<file path="src/rtl/cic_decimator_n_if.sv">
`default_nettype none
// ---------------------------------------------------------------------------
// cic_decimator_n_if : sample-in / decimated-sample-out bus of the CIC decimator
// Revision: 1.0
// ---------------------------------------------------------------------------
interface cic_decimator_n_if #(
  parameter int INPUT_WIDTH  = 12,
  parameter int OUTPUT_WIDTH = 16,
  parameter int MAX_R        = 8
);
  localparam int RW = $clog2(MAX_R + 1);

  logic                           enable;
  logic                           clear;
  logic        [RW-1:0]           rate;
  logic                           in_valid;
  logic signed [INPUT_WIDTH-1:0]  in_data;
  logic                           out_valid;
  logic signed [OUTPUT_WIDTH-1:0] out_data;
  logic        [RW-1:0]           rate_active;

  modport master (
    output enable, clear, rate, in_valid, in_data,
    input  out_valid, out_data, rate_active
  );

  modport slave (
    input  enable, clear, rate, in_valid, in_data,
    output out_valid, out_data, rate_active
  );
endinterface
`default_nettype wire

</file>
<file path="src/rtl/cic_decimator_n.sv">
`default_nettype none
// ---------------------------------------------------------------------------
// cic_decimator_n : N-stage CIC decimator, run-time rate, pipelined comb
// Revision: 1.0
// ---------------------------------------------------------------------------
module cic_decimator_n #(
  parameter int N            = 2,
  parameter int MAX_R        = 8,
  parameter int D            = 1,
  parameter int INPUT_WIDTH  = 12,
  parameter int OUTPUT_WIDTH = 16
) (
  input  wire logic        clk,
  input  wire logic        rst_n,
  cic_decimator_n_if.slave bus
);
  localparam int ACC_WIDTH = INPUT_WIDTH + N * $clog2(MAX_R * D);
  localparam int RW        = $clog2(MAX_R + 1);
  localparam logic [RW-1:0] c_max_r = RW'(MAX_R);

  logic [ACC_WIDTH-1:0] r_integ [1:N];
  logic [ACC_WIDTH-1:0] r_comb  [1:N];
  logic [ACC_WIDTH-1:0] r_dly   [1:N][0:D-1];
  logic [N:1]           r_cvld;
  logic                 r_dec_vld;
  logic [RW-1:0]        r_cnt;
  logic [RW-1:0]        r_rate_active;
  logic                 r_out_valid;
  logic [OUTPUT_WIDTH-1:0] r_out_data;

  logic                        w_flush;
  logic                        w_accept;
  logic                        w_strobe;
  logic [RW-1:0]               w_rate_req;
  logic [RW-1:0]               w_rate_eff;
  logic signed [ACC_WIDTH-1:0] w_in_ext;
  logic [ACC_WIDTH-1:0]        w_istage [0:N-1];
  logic [ACC_WIDTH-1:0]        w_cx     [1:N];
  logic [N:1]                  w_cv;

  assign w_flush  = !rst_n || bus.clear;
  assign w_accept = bus.in_valid && bus.enable && !bus.clear;
  assign w_in_ext = ACC_WIDTH'(bus.in_data);

  always_comb begin
    w_rate_req = bus.rate;
    if (bus.rate == '0)
      w_rate_req = RW'(1);
    else if (bus.rate > c_max_r)
      w_rate_req = c_max_r;
  end

  // The first sample of a block sees the freshly latched rate, so a rate-1
  // block strobes on that very sample.
  assign w_rate_eff = (r_cnt == '0) ? w_rate_req : r_rate_active;
  assign w_strobe   = w_accept && (r_cnt == w_rate_eff - RW'(1));

  always_comb begin
    w_istage[0] = w_in_ext;
    for (int k = 1; k < N; k++)
      w_istage[k] = r_integ[k];
    w_cx[1] = r_integ[N];
    w_cv[1] = r_dec_vld;
    for (int k = 2; k <= N; k++) begin
      w_cx[k] = r_comb[k-1];
      w_cv[k] = r_cvld[k-1];
    end
  end

  always_ff @(posedge clk) begin
    if (w_flush) begin
      r_cnt         <= '0;
      r_rate_active <= c_max_r;
      r_dec_vld     <= 1'b0;
      r_cvld        <= '0;
      r_out_valid   <= 1'b0;
      r_out_data    <= '0;
      for (int k = 1; k <= N; k++) begin
        r_integ[k] <= '0;
        r_comb[k]  <= '0;
        for (int j = 0; j < D; j++)
          r_dly[k][j] <= '0;
      end
    end else begin
      if (w_accept) begin
        if (r_cnt == '0)
          r_rate_active <= w_rate_req;
        r_cnt <= w_strobe ? '0 : r_cnt + RW'(1);
        for (int k = 1; k <= N; k++)
          r_integ[k] <= r_integ[k] + w_istage[k-1];
      end
      r_dec_vld <= w_strobe;

      // Each comb delay line advances only on its own stage's valid.
      for (int k = 1; k <= N; k++) begin
        r_cvld[k] <= w_cv[k];
        if (w_cv[k]) begin
          r_comb[k]   <= w_cx[k] - r_dly[k][D-1];
          r_dly[k][0] <= w_cx[k];
          for (int j = 1; j < D; j++)
            r_dly[k][j] <= r_dly[k][j-1];
        end
      end

      r_out_valid <= r_cvld[N];
      if (r_cvld[N])
        r_out_data <= r_comb[N][ACC_WIDTH-1 -: OUTPUT_WIDTH];
    end
  end

  assign bus.out_valid   = r_out_valid;
  assign bus.out_data    = r_out_data;
  assign bus.rate_active = r_rate_active;
endmodule
`default_nettype wire
</file>
<file path="src/flat_wrapper.sv">
// flat-port wrapper written by rule: the top's interface ports become plain ports
module cic_decimator_n_flat 
#(
  parameter int N            = 2,
  parameter int MAX_R        = 8,
  parameter int D            = 1,
  parameter int INPUT_WIDTH  = 12,
  parameter int OUTPUT_WIDTH = 16
)
  (clk, rst_n, bus_enable, bus_clear, bus_rate, bus_in_valid, bus_in_data, bus_out_valid, bus_out_data, bus_rate_active);
  cic_decimator_n_if #(.INPUT_WIDTH(INPUT_WIDTH), .OUTPUT_WIDTH(OUTPUT_WIDTH), .MAX_R(MAX_R)) bus_i ();
  input  wire logic clk;
  input  wire logic rst_n;
  input wire logic [$bits(bus_i.enable)-1:0] bus_enable;
  input wire logic [$bits(bus_i.clear)-1:0] bus_clear;
  input wire logic [$bits(bus_i.rate)-1:0] bus_rate;
  input wire logic [$bits(bus_i.in_valid)-1:0] bus_in_valid;
  input wire logic [$bits(bus_i.in_data)-1:0] bus_in_data;
  output wire logic [$bits(bus_i.out_valid)-1:0] bus_out_valid;
  output wire logic [$bits(bus_i.out_data)-1:0] bus_out_data;
  output wire logic [$bits(bus_i.rate_active)-1:0] bus_rate_active;
  assign bus_i.enable = bus_enable;
  assign bus_i.clear = bus_clear;
  assign bus_i.rate = bus_rate;
  assign bus_i.in_valid = bus_in_valid;
  assign bus_i.in_data = bus_in_data;
  assign bus_out_valid = bus_i.out_valid;
  assign bus_out_data = bus_i.out_data;
  assign bus_rate_active = bus_i.rate_active;
  cic_decimator_n #(.N(N), .MAX_R(MAX_R), .D(D), .INPUT_WIDTH(INPUT_WIDTH), .OUTPUT_WIDTH(OUTPUT_WIDTH)) u_core (.clk(clk), .rst_n(rst_n), .bus(bus_i));
endmodule
</file>
<file path="config.mk">
export PLATFORM = sky130hd
export DESIGN_NAME = cic_decimator_n_flat
export DESIGN_NICKNAME = d
export VERILOG_FILES = /design/src/rtl/cic_decimator_n_if.sv /design/src/rtl/cic_decimator_n.sv /design/src/flat_wrapper.sv
export SDC_FILE = /design/constraint.sdc
export NUM_CORES = 1
export LEC_CHECK = 0
export CELL_PAD_IN_SITES_DETAIL_PLACEMENT = 0
export CELL_PAD_IN_SITES_GLOBAL_PLACEMENT = 2
export CORE_MARGIN = 4
export CORE_UTILIZATION = 40
export CTS_CLUSTER_SIZE = 8
export DETAILED_ROUTE_END_ITERATION = 16
export GPL_ROUTABILITY_DRIVEN = 0
export PLACE_DENSITY = 0.82
export SLEW_MARGIN = 20
export SYNTH_ARGS = -nofsm -noshare
export SYNTH_HDL_FRONTEND = slang
export SYNTH_SLANG_ARGS = --single-unit
</file>
<file path="constraint.sdc">
create_clock -name clk -period 3.67 [get_ports clk]
set_input_delay 1.101 -clock clk [delete_from_list [all_inputs] [get_ports clk]]
set_output_delay 1.101 -clock clk [all_outputs]
set_load 0.05 [all_outputs]
</file>
==> results.cfg <==
[worst_setup_path]
cp_slowest_cell = clkdlybuf4s50_1
crit_path_cell_trace = clkdlybuf4s50_1 -> ha_1 -> inv_1 -> fa_1 -> nor2b_1 -> o21a_1 -> o21ai_0 -> a31oi_1 -> a311o_1 -> o21ai_0 -> mux2i_1
critPathMaxFanout = 2
worst_path_most_repeated_cell = o21ai_0
worstSetupEndpointType = register
r2r-start = u_core.r_integ[2][0]$_SDFFCE_PN0P_
cp.required_ns = 3.94
r2r_cells = 10
worstSetupPathType = in -> reg
worst-path-buf-inv = 2
crit_family = compound AO/OA/AOI/OAI gates
rrSetupSlack_ns = 0.83
cpPeakStageDelay_ns = 0.41
startpoint = bus_in_data[0]
cp-start-kind = input port
r2r_end = u_core.r_integ[2][16]$_SDFFCE_PN0P_
crit_arrival_ns = 3.46

[final_layout]
final_cell_mix = 106 x edfxtp_1, 89 x nor2_1, 69 x ha_1, 60 x inv_1, 43 x a21oi_1
finalNonFillerCells = 1130
seq_area_um2 = 3744
multi_input_area_um2 = 4019
antenna_cells = 0
drive_above_1_share_pct = 6.821
fin_nets = 945
final_common_cell = edfxtp_1
area_growth_pct = 17.67
postLayoutCellArea_um2 = 9484
fillerInstances = 1836

[die]
initial_core_util_pct = 41.01
dieWidth_um = 150.0
pin_count = 42
row_count = 51
chipHeight_um = 150.0
die-area_um2 = 22490
fp.coreArea_um2 = 19650

[sta]
fin_crit_sh_pct = 87.09
holdWs_ns = 0.4847
hold_violations = 0
rsz0062_at_grt = false
relSlewSlack_pct = 38.41
report.final.slew_viol_count = 0
tns_ns = 0
finalCriticalPeriod_ns = 3.196
setup_viol = 0
clock_skew_ns = 0.008680
max_freq_ghz = 0.3129
worstMarginPinSlew_ns = 0.9226

[power]
power.density_nw_per_um2 = 440.6
ir_drop_mv = 0.3111
p_clk_share_pct = 44.4
power.internal_w = 0.003102
p_leak_nw = 3.957
p_total_w = 0.004179
comb_power_share_pct = 14.2
seqPwrFrac_pct = 41.5
swShare_pct = 25.77
p_sw_w = 0.001077

[clock_network]
cts_resized = 0
root_buffer = clkbuf_16
cts_hold_buf = 0
postCtsSetupRepairBufs = 0
clk-insertion-delay-late_ns = 0.43
cts_buffers = 17
cts_max_path_buffers = 2
clk_pin_slew_ns = 0.06
h-tree-depth = 4
cts_sinks = 134
cts_tree = done

[routing]
wl_met3_um = 603
m1WireLength_mm = 7.367
drt_iter0_markers = 239
vias_per_cell = 5.215
wl_per_cell_um = 14.82
ant_nets = 0
routed.top_layer = met4
drt_wl_total_mm = 16.75
wl_met2_mm = 8.394
drc = 0
vias = 5893
dr.pass1.iters = 5

[job]
max_cap_violations = 0

[yosys]
syn_nets = 890
syn_inst = 797
synth-seq-area-share_pct = 46.45
syn_avg_cell_area_um2 = 10.11
synth.area.top_cells = edfxtp_1 39%, ha_1 11%, dfxtp_1 7.0%
ys_ff_latch = 134
ys_types = 60
synth_ff_type = edfxtp_1
yosysTopAreaCellShare_pct = 39.49
synth_edf_count = 106
synthArstFlopShare_pct = 0
yosysTopAreaCell = edfxtp_1
syn_area_um2 = 8060
ys.warnings.count = 0

[hold_path]
min_to = u_core.bus.rate_active[2]$_SDFFE_PP0P_
worstHoldPathType = reg -> reg
min_from = u_core.bus.rate_active[2]$_SDFFE_PP0P_
hold_depth = 2

[place]
dp_hpwl_mm = 12.69
portBuffers = 41
dp_cells = 1098
dpl_cell_area_um2 = 8842

[global_route]
grt_pass1_wl_mm = 27.79
antenna_found_initial = 0
grt_max_degree = 38
first_global_vias = 5855
grt.total_usage_pct = 15.55
grt_overflow = 0

[run_status]
status = finished clean
==> worst register-to-register path, stage by stage (launching register included) <==
cell and delay, ns:
edfxtp_1 0.40, ha_1 0.22, inv_1 0.06, fa_1 0.39, nor2b_1 0.21, o31a_1 0.26
o2111ai_1 0.23, o31ai_1 0.36, a211oi_1 0.14, o21bai_1 0.21, mux2i_1 0.10
==> sequential cells by signal, indices dropped and copies added, names as in the netlist <==
| register | count |
|---|---|
| u_core.bus.out_data | 16 |
| u_core.r_cvld | 2 |
| u_core.r_dly | 36 |
| u_core.bus.rate_active | 4 |
| u_core.r_cnt | 4 |
| u_core.r_comb | 34 |
| u_core.r_integ | 36 |
| u_core.bus.out_valid | 1 |
| u_core.r_dec_vld | 1 |
==> layout make-up <==
class                      count  share of cell area, %
clock buffer                  17                  4.485
clock inverter                15                  2.282
inverter                      60                  2.375
multi-input combinational    583                  42.37
sequential                   134                  39.47
tap                          265                  3.496
timing repair buffer          56                  5.515
==> cells in the mapped netlist, drive strengths merged (4+ instances only) <==
master and count:
a21o 16, nor2b 10, o21bai 6, ha 69
mux2i 26, nand2 38, or3 8, nor2 89
clkbuf 19, o21a 16, nor3 32, xnor2 16
inv 60, and3 42, and2 5, or2 5
edfxtp 106, a21oi 43, a31oi 5, nor3b 6
nand3 18, nor4 4, nand2b 11, a211oi 8
o21ai 39, o31ai 9, xor2 24, dfxtp 28
==> power groups by stage <==
| stage | Combinational, W | Clock [W] | Sequential (W) |
|---|---|---|---|
| final | 0.000592 | 0.00185 | 0.00173 |
| after global routing | 0.000666 | 0.00195 | 0.00174 |
| after CTS | 0.000593 | 0.00189 | 0.00173 |
| after detailed placement | 0.000590 | 0 | 0.00177 |
| after global placement | 0.000580 | 0 | 0.00176 |
| after floorplan | 0.000445 | 0 | 0.00175 |
==> through the flow <==
step | worst slack (ns) | utilization [%]
after floorplan | 0.6216 | -
after global placement | 0.1156 | 44.99
after detailed placement | 0.01995 | 44.99
after CTS | 0.4641 | 48.26
after global routing | 0.2775 | 48.26
final | 0.4739 | 48.26
==> layer usage <==
metal	global-route usage (%)	vias to the layer above
li1	-	3007
met1	18.17	2738
met2	27.57	119
met3	3.998	29
met4	5.489	0
met5	0	-
==> kinds of logic (layout without fill, tap and decap cells) <==
family / count (synthesis) / count (layout) / share of synthesized area (%)
compound gates: 165 / 165 / 13.24
xor+xnor: 40 / 40 / 4.346
fa+ha+maj: 72 / 72 / 11.46
buf+inv: 80 / 148 / 3.726
flops: 134 / 134 / 46.45
mux: 27 / 27 / 3.369
simple gates: 279 / 279 / 17.42
==> worst max-delay path by stage <==
stage	endpoint	depth (start not counted)
floorplan	u_core.r_integ[1][14]$_SDFFCE_PN0P_	10
global placement	u_core.r_integ[1][14]$_SDFFCE_PN0P_	11
detailed placement	u_core.r_integ[1][14]$_SDFFCE_PN0P_	11
CTS	u_core.r_integ[1][14]$_SDFFCE_PN0P_	11
global route	u_core.r_integ[1][14]$_SDFFCE_PN0P_	11
finish	u_core.r_integ[1][14]$_SDFFCE_PN0P_	11
(Power assumes the default switching activity.)
==> RTL edit, RTL diff (same flow settings) <==
`N` is set to 2 in 2 places; all go to 4.
--- a/src/rtl/cic_decimator_n.sv
+++ b/src/rtl/cic_decimator_n.sv
@@ -5,5 +5,5 @@
 // ---------------------------------------------------------------------------
 module cic_decimator_n #(
-  parameter int N            = 2,
+  parameter int N            = 4,
   parameter int MAX_R        = 8,
   parameter int D            = 1,
--- a/src/flat_wrapper.sv
+++ b/src/flat_wrapper.sv
@@ -2,5 +2,5 @@
 module cic_decimator_n_flat 
 #(
-  parameter int N            = 2,
+  parameter int N            = 4,
   parameter int MAX_R        = 8,
   parameter int D            = 1,
Behaviour: not the same (a bounded check fails within 10 cycles, from zero or initial values).
==> RTL edit against the unedited design <==
- power increased by 130%
- cell area rose by 140%
- synthesized area up 150%
- global-route usage is 1.3 points higher
- core utilization fell by 1.7 points
- fmax shrank 6.0%
- combinational power rose to 2.7 times the old value
- worst setup slack got worse by 0.20 ns
- critical path depth is 1 higher
- routed wire length grew to 2.7 times the old value
- largest cell class unchanged
- via count increased by 150%
- sequential cell count up 176
- clock power increased by 110%
==> RTL edit: results <==
outcome:
  status: "completed"
grt:
  maximum_number_of_pins_on_one_net_before_global_route_repair: 42
  grt_util_met3: 0.0263
  global_route.usage.met2: 0.283
  grt_pass1_vias: 14718
  grt_use_total: 0.169
  use_met1: 0.224
final_layout:
  multi_input_comb_cells: 1481
  non_clock_inverter_count: 145
  seq_cells: 310
  layout.buffer.nonclock.area_share: 0.0392
  share_of_layout_cells_above_drive_strength_1: 0.0607
  final.signal_buffer_count: 94
  fill_cells: 4750
  multi_input_area_sq_um: 10200
  clkCellAreaFrac: 0.0585
  num-nets-final: 2291
  clockBufferCount: 77
  seq_area_share: 0.394
detailed_routing:
  routedLengthMet1_um: 20900
  met3WireLength_um: 1640
  met2_wire_len_um: 21000
  wl_per_cell_um: 16.1
  vias_per_cell: 5.27
  violation_count_after_the_first_detailed_routing_iteration: 880
sta:
  finalClockSkew_ns: 0.0179
  layout_worst_path_cycle_share: 0.926
worst_hold_path:
  min-delay-start: "u_core.r_comb[4][8]"
  hold_path_end: "u_core.bus.out_data[0]"
  min_path_type: "flip-flop to flip-flop"
critical_path:
  critical-path-max-stage-delay_ns: 0.53
  crit_path_end: "u_core.r_integ[0][44]"
  setup_slack_on_the_worst_flop_to_flop_path_ns: 0.48
  rr_startpoint: "u_core.r_comb[2][7]"
  crit-reg2reg-capture: "u_core.r_comb[3][22]"
  critical_path_peak_fanout: 4
  ff2ff_path_depth: 9
clock_tree:
  cts-buffers-inserted: 45
  clkLatencyLatePin_ns: 0.58
  clock_path_buffers: 3
  htree_levels: 2
power:
  pg_seq_w: 0.00409
  combinationalPowerShare: 0.166
  power_frac_clock: 0.409
  ir_drop_mv: 0.334
  switching_power_w: 0.00262
yosys:
  synth.lib_cells_used.distinct: 63
  synth.yosys.seq_area_share: 0.452
  syn_nets: 2198
  synthTopCellsByArea: "edfxtp_1 42%, ha_1 12%, nor2_1 4.5%"
  yosys-top-cells-count: "280 x edfxtp_1, 238 x nor2_1, 186 x ha_1"
place:
  place.detailed.hpwl_um: 33400
  placedInstanceArea_sq_um: 21500
-- RTL edit: changes by cell type in the layout (fill, tap and decap cells not counted), moves of 64 or more --
| cell | change |
|---|---|
| edfxtp_1 | +174 |
| nor2_1 | +149 |
| ha_1 | +117 |
| a21oi_1 | +90 |
| inv_1 | +85 |
| and3_1 | +64 |
-- RTL edit: kinds of logic after synthesis --
family                   after synthesis  share of synthesized area
AO/OA/AOI/OAI                        468                      0.154
multiplexers                          20                     0.0100
buffers and inverters                193                     0.0364
XOR/XNOR                             143                     0.0629
adder cells (fa/ha/maj)              193                      0.124
AND/OR/NAND/NOR                      657                      0.161
flip-flops                           310                      0.452
-- RTL edit: stage by stage --
step	utilization	instances	hold WS [ns]	TNS [ns]
6_report	0.466	2775	0.479	0
5_1_grt	0.466	2774	0.519	0
4_1_cts	0.466	2774	0.489	0
3_5_place_dp	0.438	2694	0.484	-1.15
3_3_place_gp	0.438	2694	0.465	-1.01
2_1_floorplan	-	1984	0.457	0
